==> config.mk <==
export PLATFORM = sky130hd
export DESIGN_NAME = vga_timing_gen
export DESIGN_NICKNAME = d
export VERILOG_FILES = /design/src/rtl/vga_timing_gen.sv
export SDC_FILE = /design/constraint.sdc
export NUM_CORES = 1
export LEC_CHECK = 0
export CORE_ASPECT_RATIO = 1.5
export CORE_MARGIN = 2
export CORE_UTILIZATION = 40
export CTS_CLUSTER_DIAMETER = 40
export CTS_CLUSTER_SIZE = 28
export DETAILED_ROUTE_END_ITERATION = 16
export PLACE_DENSITY = 0.69
export SLEW_MARGIN = 20
export SYNTH_ARGS = -nofsm -noshare
export SYNTH_HDL_FRONTEND = slang
export SYNTH_SLANG_ARGS = --single-unit
==> constraint.sdc <==
create_clock -name i_Clk -period 2.4 [get_ports i_Clk]
set_input_delay 0.36 -clock i_Clk [delete_from_list [all_inputs] [get_ports i_Clk]]
set_output_delay 0.36 -clock i_Clk [all_outputs]
set_load 0.005 [all_outputs]
==> src/rtl/vga_timing_gen.sv <==
// rtl/vga_timing_gen.sv - VGA column/row counters with registered sync, active and start-pulse decode
module vga_timing_gen #(
  parameter int ACTIVE_COLS   = 640,
  parameter int H_FRONT_PORCH = 16,
  parameter int H_SYNC_WIDTH  = 96,
  parameter int H_BACK_PORCH  = 48,
  parameter int ACTIVE_ROWS   = 480,
  parameter int V_FRONT_PORCH = 10,
  parameter int V_SYNC_WIDTH  = 2,
  parameter int V_BACK_PORCH  = 33,
  parameter int SYNC_POL      = 0,
  parameter int CNT_W         = 10
) (
  input  logic             i_Clk,
  input  logic             i_Reset,
  input  logic             i_Pix_En,
  output logic             o_HSync,
  output logic             o_VSync,
  output logic             o_Active,
  output logic [CNT_W-1:0] o_Col_Count,
  output logic [CNT_W-1:0] o_Row_Count,
  output logic             o_Line_Start,
  output logic             o_Frame_Start
);

  localparam int TOTAL_COLS = ACTIVE_COLS + H_FRONT_PORCH + H_SYNC_WIDTH + H_BACK_PORCH;
  localparam int TOTAL_ROWS = ACTIVE_ROWS + V_FRONT_PORCH + V_SYNC_WIDTH + V_BACK_PORCH;

  // Reject geometries where a porch/sync vanishes or the counters cannot hold a full line/frame.
  if (H_FRONT_PORCH < 1 || H_SYNC_WIDTH < 1 || H_BACK_PORCH < 1 ||
      V_FRONT_PORCH < 1 || V_SYNC_WIDTH < 1 || V_BACK_PORCH < 1) begin : g_bad_porch
    $error("vga_timing_gen: every porch and sync width must be at least 1");
  end
  if (TOTAL_COLS > (1 << CNT_W) || TOTAL_ROWS > (1 << CNT_W)) begin : g_bad_width
    $error("vga_timing_gen: CNT_W too narrow for TOTAL_COLS/TOTAL_ROWS");
  end

  localparam logic [CNT_W-1:0] LAST_COL = CNT_W'(TOTAL_COLS - 1);
  localparam logic [CNT_W-1:0] LAST_ROW = CNT_W'(TOTAL_ROWS - 1);
  localparam logic [CNT_W-1:0] ACT_COLS = CNT_W'(ACTIVE_COLS);
  localparam logic [CNT_W-1:0] ACT_ROWS = CNT_W'(ACTIVE_ROWS);
  localparam logic [CNT_W-1:0] HS_FIRST = CNT_W'(ACTIVE_COLS + H_FRONT_PORCH);
  localparam logic [CNT_W-1:0] HS_LAST  = CNT_W'(ACTIVE_COLS + H_FRONT_PORCH + H_SYNC_WIDTH - 1);
  localparam logic [CNT_W-1:0] VS_FIRST = CNT_W'(ACTIVE_ROWS + V_FRONT_PORCH);
  localparam logic [CNT_W-1:0] VS_LAST  = CNT_W'(ACTIVE_ROWS + V_FRONT_PORCH + V_SYNC_WIDTH - 1);
  localparam logic             SYNC_ON  = 1'(SYNC_POL);
  localparam logic             SYNC_OFF = ~SYNC_ON;

  logic [CNT_W-1:0] col_nxt;
  logic [CNT_W-1:0] row_nxt;

  // Next position: step the column, wrap at end of line and carry into the row.
  always_comb begin
    col_nxt = o_Col_Count + 1'b1;
    row_nxt = o_Row_Count;
    if (o_Col_Count == LAST_COL) begin
      col_nxt = '0;
      row_nxt = (o_Row_Count == LAST_ROW) ? '0 : o_Row_Count + 1'b1;
    end
  end

  // Counters plus every output decoded from the next position, so all outputs move together.
  always_ff @(posedge i_Clk) begin
    if (i_Reset) begin
      o_Col_Count   <= '0;
      o_Row_Count   <= '0;
      o_Active      <= 1'b1;
      o_HSync       <= SYNC_OFF;
      o_VSync       <= SYNC_OFF;
      o_Line_Start  <= 1'b0;
      o_Frame_Start <= 1'b0;
    end else if (i_Pix_En) begin
      o_Col_Count   <= col_nxt;
      o_Row_Count   <= row_nxt;
      o_Active      <= (col_nxt < ACT_COLS) && (row_nxt < ACT_ROWS);
      o_HSync       <= (col_nxt >= HS_FIRST && col_nxt <= HS_LAST) ? SYNC_ON : SYNC_OFF;
      o_VSync       <= (row_nxt >= VS_FIRST && row_nxt <= VS_LAST) ? SYNC_ON : SYNC_OFF;
      o_Line_Start  <= (col_nxt == '0);
      o_Frame_Start <= (col_nxt == '0) && (row_nxt == '0);
    end else begin
      o_Line_Start  <= 1'b0;
      o_Frame_Start <= 1'b0;
    end
  end

endmodule

---- Word level (Yosys, flattened, before mapping) ----
Index checks and enable logic that the tools add are counted.
operators by class
  add/sub/neg operators ................... 2
  magnitude comparators ................... 6
  eq/ne operators ......................... 2
  multiplexer cells ....................... 5
  bitwise gates (word level) .............. 1
  reductions and logical operators ........ 7
operators with widths
  operator                                                                               number
  10-bit 2-to-1 mux                                                                      3
  10-bit by 1-bit adder with 10-bit output (second input constant)                       2
  10-bit == test (second input constant)                                                 2
  10-bit zero test                                                                       2
  10-bit greater-or-equal comparator (second input constant)                             1
  10-bit by 9-bit greater-or-equal comparator with 1-bit output (second input constant)  1
  10-bit <= comparator (second input constant)                                           1
  10-bit by 9-bit <= comparator with 1-bit output (second input constant)                1
  10-bit < comparator (second input constant)                                            1
  10-bit by 9-bit < comparator with 1-bit output (second input constant)                 1
  1-bit logical AND                                                                      4
  1-bit 2-to-1 mux                                                                       2
  2-bit OR reduction                                                                     1
  1-bit inverter                                                                         1
storage, ports and cells
  register bits after elaboration ......... 25
  input bits .............................. 3
  output and inout bits ................... 25
  word-level logic and storage cells ...... 30

---- Longest topological paths before layout ----
Gate-level depths: netlist of the first run.
  depth after elaboration ................. 6
  depth in mapped cells ................... 10

---- Worst setup path after synthesis of the first run ----
OpenSTA, ideal clock, no wires.
  path kind ............................... register to register
  start point ............................. reg o_Col_Count[0]
  end point ............................... reg o_Frame_Start
  arrival time ............................ 2.063 ns
  required time ........................... 2.312 ns
  setup slack ............................. 0.250 ns
  cell stages (with the launch flop) ...... 9
  period minus slack after synthesis ...... 2.150 ns
  cell sequence ........................... dfxtp_1 ha_1 and3_1 buf_6 and3_1 buf_6 nor2_1 or4_4 nor4_2
on the way
  cells in the longest elaborated chain, start to end .. 4
ends and longest elaborated chain
  what                                                                               RTL line  RTL
  from (decl)                                                                        20        output logic [CNT_W-1:0] o_Col_Count,
  from (signal assigned)                                                             73        o_Col_Count <= col_nxt;
  10-bit by 1-bit adder with 10-bit output / 10-bit == test (equally long branches)  54, 56
  10-bit 2-to-1 mux                                                                  56        if (o_Col_Count == LAST_COL) begin
  10-bit zero test                                                                   79        o_Frame_Start <= (col_nxt == '0) && (row_nxt == '0);
  1-bit logical AND *                                                                79
  to (signal assigned)                                                               79
  to (decl)                                                                          23        output logic o_Frame_Start
Mark *: on every way between the ends. The rest lies on a longest branch, timed or not.
A chain may end at the register's enable or synchronous reset.

---- Final worst setup path of the first run ----
  start point ............................. reg o_Col_Count[1]
  end point ............................... reg o_Active
on the way
  cells in the longest elaborated chain, start to end .. 4
ends and longest elaborated chain
  what                                                                                          RTL line  RTL
  10-bit by 1-bit adder with 10-bit output / 10-bit == test (equally long branches)             54, 56
  10-bit 2-to-1 mux                                                                             56
  10-bit < comparator / 10-bit by 9-bit < comparator with 1-bit output (equally long branches)  75        o_Active <= (col_nxt < ACT_COLS) && (row_nxt < ACT_ROWS);
  1-bit logical AND *                                                                           75
  to (signal assigned)                                                                          75
  to (decl)                                                                                     19        output logic o_Active,
Marks and branches as above.

==> metrics.txt, run 1 <==
outcome finished clean; IO buf count 27; first-pass detailed-route iteration total 4; HP Class flip-flop to flip-flop; Max Fclk 0.460 GHz; grt ovf 0; Warnings, synthesis 0; CP max stage cell or3_1; Final WS setup 228 ps; pin count of the biggest net entering global routing 25; hold_sp o_Col_Count[9]; worst slew pin tran 352 ps; Sink Count 25; Core ar. 0.00421 mm2; DR vias/cell 5.68; Synth area leader dfxtp_1; PwrDens 348 mW/mm2; drt total wl around 4.7 mm; DRT iter0 DRCs 76; Core Util, Final 0.526; Critical Path Fanout Max 9; chip height roughly 85 um; Worst setup SP type flip-flop; syn nets between 200 and 250; area growth from synthesis to layout 27.3%; DP Cell Count 316; post-route ant nets 0; area of the die 0.00490 mm2; DR DRC count 0; unique cell type count in the Yosys netlist 48; Ports 28; crit end category flip-flop; worst r2r src o_Col_Count[1]; worst-skew pair later-pin latency 280 ps; CP startpoint o_Col_Count[1]; Post-Syn Area 0.00174 mm2; routed vias 1818; H-tree Lvls 1; max incr delay on CP 380 ps; register area share after synthesis 0.288; register area 500 um2; Setup Skew 3.64 ps; setup violators final 0; DIE WIDTH 57.8 um; HPWL after detailed placement 3.57 mm; register clock-pin slew on the reported worst setup and hold paths 90 ps; Area contributors post-synth dfxtp_1 (29%), nor2_1 (6.5%), nand2_1 (5.4%), a21oi_1 (4.6%), xnor2_1 (4.0%); post-synth top area share 0.288; first-pass GRT wire length 7.97 mm; Initial Utilization 0.413; Slew HR 0.759; layout cell share with drive strength beyond 1 0.153; global placement routability congestion around 0.93; buffer and inverter count on the worst path 1; cells along the critical path ha_1, and3_1, buf_4, nand3_1, a211oi_1, a31oi_1, or3_1, a41o_1; CTS Buf Count 3; clock buffer depth 2; Cell Rows 29; period utilization 0.905; fin cells 320; CTS tree done; Crit Path Class flip-flop to flip-flop; FFs w/ async S/R, synth 0; Max Slew Vio Count 0; Post-synth EDFFs 0; R2R Setup Slk about 230 ps; post_cts resized 0; Pleak slightly above 0.8 nW; Crit path max-delay family simple AND/OR/NAND/NOR gates; WL/cell approximately 15 um; post-synthesis cell count 234; Max-Cap Viols 0; Fin Setup TNS 0 ps; RSZ-0062 raised after global routing false; Max VDD drop 0.254 mV; synthesis-stage register bit count 25; syn_area_per_cell 7.43 um2; CP required between 2000 and 3000 ps; Multi-input gate area approximately 0.0011 mm2; Setup WS pre-CTS 171 ps; design area 0.00221 mm2; Final Hold Fails 0; Most used DFF post-synth dfxtp_1; post-route minimum period around 2200 ps; Layout Nets around 280; clk root buf clkbuf_8; antenna violations before repair 0; global-route usage over all layers 0.204; Post-CTS Setup Repair Bufs 0; vias in the first global route 1824; Filler cells 439; worst path arrival time roughly 2400 ps; antenna cells 0; Post-CTS Hold Fix Bufs 0; DP Area 0.00216 mm2
## worst reg2reg max path, stage by stage, from the launching register on
cell and delay [ps]:
dfxtp_1 340, ha_1 240, and3_1 190, buf_4 170, nand3_1 170, a211oi_1 280
a31oi_1 90, or3_1 380, a41o_1 210
## flip-flops by register name, summed over array words and instances (netlist names)
register and cells:
o_Active 1, o_Col_Count 10, o_Frame_Start 1, o_HSync 1, o_Line_Start 1, o_Row_Count 10, o_VSync 1
## logic make-up after synthesis
logic type                 after synthesis  synth area share
DFF                                     25             0.288
AOI/OAI and AO/OA                       51             0.182
xor gates and xnor gates                15            0.0756
and+or+nand+nor                        111             0.338
buffers and inverters                   28            0.0878
adders and majority gates                4            0.0288
## routing by layer
layer  wire (um)  vias up  GRT usage
met2        2540       38      0.382
met5           0        -          0
met3         135       12     0.0277
li1            -      914          -
met1        1920      854      0.218
met4         113        0     0.0867
## synthesized netlist by cell type, types with 2 or more instances
master	n
buf_2	4
nor2b_1	2
xnor2_1	8
o32ai_1	2
or3_1	2
nand3b_1	2
nand2_1	25
nor2_1	30
nand4_1	7
and3_1	5
and3b_1	2
inv_1	8
nand4b_1	2
ha_1	4
a211oi_1	6
a21oi_1	16
o21ai_0	13
dfxtp_1	25
a31oi_1	4
xor2_1	7
nor3_1	12
nand3_1	10
buf_4	5
clkbuf_1	7
buf_6	3
## layout by cell type (no fill, tap or decap), types with 2 or more instances in the layout
| cell type | n |
|---|---|
| nor2_1 | 30 |
| clkdlybuf4s50_1 | 27 |
| xnor2_1 | 8 |
| inv_1 | 8 |
| ha_1 | 4 |
| and3_1 | 5 |
| and3b_1 | 2 |
| nor3_1 | 12 |
| dfxtp_1 | 25 |
| a211oi_1 | 5 |
| a31oi_1 | 4 |
| a21oi_1 | 16 |
| clkbuf_8 | 3 |
| nand3b_1 | 2 |
| nand2_1 | 25 |
| nor2b_1 | 2 |
| nand4b_1 | 2 |
| nand3_1 | 10 |
| or3_1 | 2 |
| buf_4 | 29 |
| o32ai_1 | 2 |
| o21ai_0 | 13 |
| xor2_1 | 7 |
| nand4_1 | 7 |
## stage by stage
| step | power (mW) | hold WS, ps |
|---|---|---|
| final | 0.771 | 515 |
| after global routing | 0.803 | 573 |
| after CTS | 0.777 | 523 |
| after detailed placement | 0.515 | 509 |
| after global placement | 0.514 | 509 |
| after floorplan | 0.476 | 493 |
## path summary, 6_finish.rpt
kind	endpoint	cells past startpoint
min reg2reg	o_Col_Count[9]	2
max	o_Active	8
min	o_Col_Count[9]	2
max reg2reg	o_Active	8
## cell type report
type / instances / share of cell area
sequential: 25 / 0.226
timing repair buffer: 56 / 0.221
clock inverter: 1 / 0.00226
clock buffer: 3 / 0.0187
multi-input combinational: 181 / 0.493
tap: 46 / 0.0260
inverter: 8 / 0.0136
## report_power, final
part	total (mW)	switching [mW]	internal (mW)
Clock	0.264	0.147	0.117
Sequential	0.428	0.00706	0.421
Combinational	0.0786	0.0407	0.0379
Total	0.771	0.195	0.576
(Power assumes the default switching activity.)
==> inputs of run 2 (changes only) <==
- HOLD_SLACK_MARGIN: default -> 0.15
- TNS_END_PERCENT: default -> 5
- clock period: 2.4 -> 2.5 ns (I/O delays scaled with it)
==> run 2 against run 1 <==
  * Die area unchanged
  * Clock skew increased by 4.6 ps
  * Sequential share of layout area increased by 0.74 points
  * Design area decreased by 3.2%
  * Core utilization decreased by 1.7 points
  * Flip-flop and latch count unchanged
  * First-iteration DRC count decreased by 18%
  * Total power decreased by 5.1%
  * Critical path type unchanged
  * Via count decreased by 2.7%
  * Maximum frequency decreased by 6.0%
==> metrics.txt, run 2 (same netlist as run 1, synthesis figures left out) <==
outcome finished clean; Core ar. 0.00421 mm2; Setup Skew 8.27 ps; Core Util, Final 0.509; post-route ant nets 0; first-pass GRT wire length 7.91 mm; Final Total Pwr ~0.73 mW; post_cts resized 0; DRT iter0 DRCs 62; crit end category flip-flop; Max Fclk 0.433 GHz; Max Slew Vio Count 0; Initial Utilization 0.413; chip height about 85 um; antenna cells 0; Cell Rows 29; most frequent cells in the layout nor2_1 (30), clkdlybuf4s50_1 (27), nand2_1 (25), dfxtp_1 (25), buf_4 (19); Fin Setup TNS 0 ps; Max VDD drop slightly below 0.3 mV; worst path arrival time 2500 ps; most common cell after layout, fill and taps aside nor2_1; area of the die 0.00490 mm2; CTS Buf Count 3; period utilization 0.924; Slew HR 0.727; DR vias/cell 5.71; CP required 2690 ps; clk root buf clkbuf_8; R2R depth 7; WL/cell 15.1 um; Pleak just under 0.8 nW; vias in the first global route 1749; Largest regs o_Col_Count x10, o_Row_Count x10; Critical Path Fanout Max 10; register clock-pin slew on the reported worst setup and hold paths 90 ps; Layout Nets 272; IO buf count 27; drt total wl 4.69 mm; antenna violations before repair 0; PwrDens 342 mW/mm2; setup violators final 0; worst slew pin tran roughly 400 ps; Post-CTS Setup Repair Bufs 0; design area between 0.002 and 0.0025 mm2; first-pass detailed-route iteration total 4; area growth from synthesis to layout 23.3%; Worst setup SP type flip-flop; layout cell share with drive strength beyond 1 0.117; pin count of the biggest net entering global routing 25; Sink Count 25; DR DRC count 0; CTS tree done; Ports 28; HP Class flip-flop to flip-flop; H-tree Lvls 1; clock buffer depth 2; Crit Path Class flip-flop to flip-flop; Post-CTS Hold Fix Bufs 0; global placement routability congestion 0.858; HPWL after detailed placement 3.50 mm; global-route usage over all layers 0.202; Final Hold Fails 0; Max-Cap Viols 0; routed vias 1769; worst hold path depth 2; post-route minimum period 2310 ps; DP Area 0.00209 mm2; grt ovf 0; worst-skew pair later-pin latency between 200 and 300 ps; DIE WIDTH 57.8 um
run 2: power breakdown:
| part | switching, mW | leakage [nW] | total (mW) | internal [mW] |
|---|---|---|---|---|
| Sequential | 0.00973 | 0.203 | 0.414 | 0.404 |
| Combinational | 0.0345 | 0.563 | 0.0674 | 0.0328 |
| Clock | 0.136 | 0.0228 | 0.250 | 0.114 |
run 2: worst paths after layout:
check                                 endpoint  slack [ps]      startpoint
worst max-delay path             o_Frame_Start         190  o_Col_Count[1]
worst min-delay path            o_Col_Count[9]         520  o_Col_Count[9]
worst max register to register   o_Frame_Start         190  o_Col_Count[1]
worst min register to register  o_Col_Count[9]         520  o_Col_Count[9]
run 2: per-stage QoR:
| stage | worst slack [ps] | std cells | hold WS (ps) |
|---|---|---|---|
| 2_1_floorplan | 350 | 234 | 493 |
| 3_3_place_gp | 205 | 306 | 514 |
| 3_5_place_dp | 153 | 306 | 518 |
| 4_1_cts | 131 | 310 | 530 |
| 5_1_grt | -2.32 | 310 | 557 |
| 6_report | 189 | 310 | 524 |
run 2: worst max-delay path, cell delays in order, from the launching register on:
cell,delay (ps)
dfxtp_1,460
ha_1,260
and3_1,250
and3_1,190
buf_4,170
nor2_1,70
or4_4,540
nor4_2,280
run 2: layout make-up:
type / instances / area (um2)
Timing Repair Buffer: 46 / 413
Fill cell: 428 / 2070
Sequential cell: 25 / 500
Tap cell: 46 / 57.6
Multi-Input combinational cell: 181 / 1100
Inverter: 8 / 30.0
Clock buffer: 4 / 45.0
run 2: layer usage:
layer	GRT usage	part of all wire	up-vias
met5	0	0	-
met4	0.101	0.028	0
met3	0.0139	0.022	10
met2	0.369	0.54	36
met1	0.228	0.41	829
li1	-	-	894
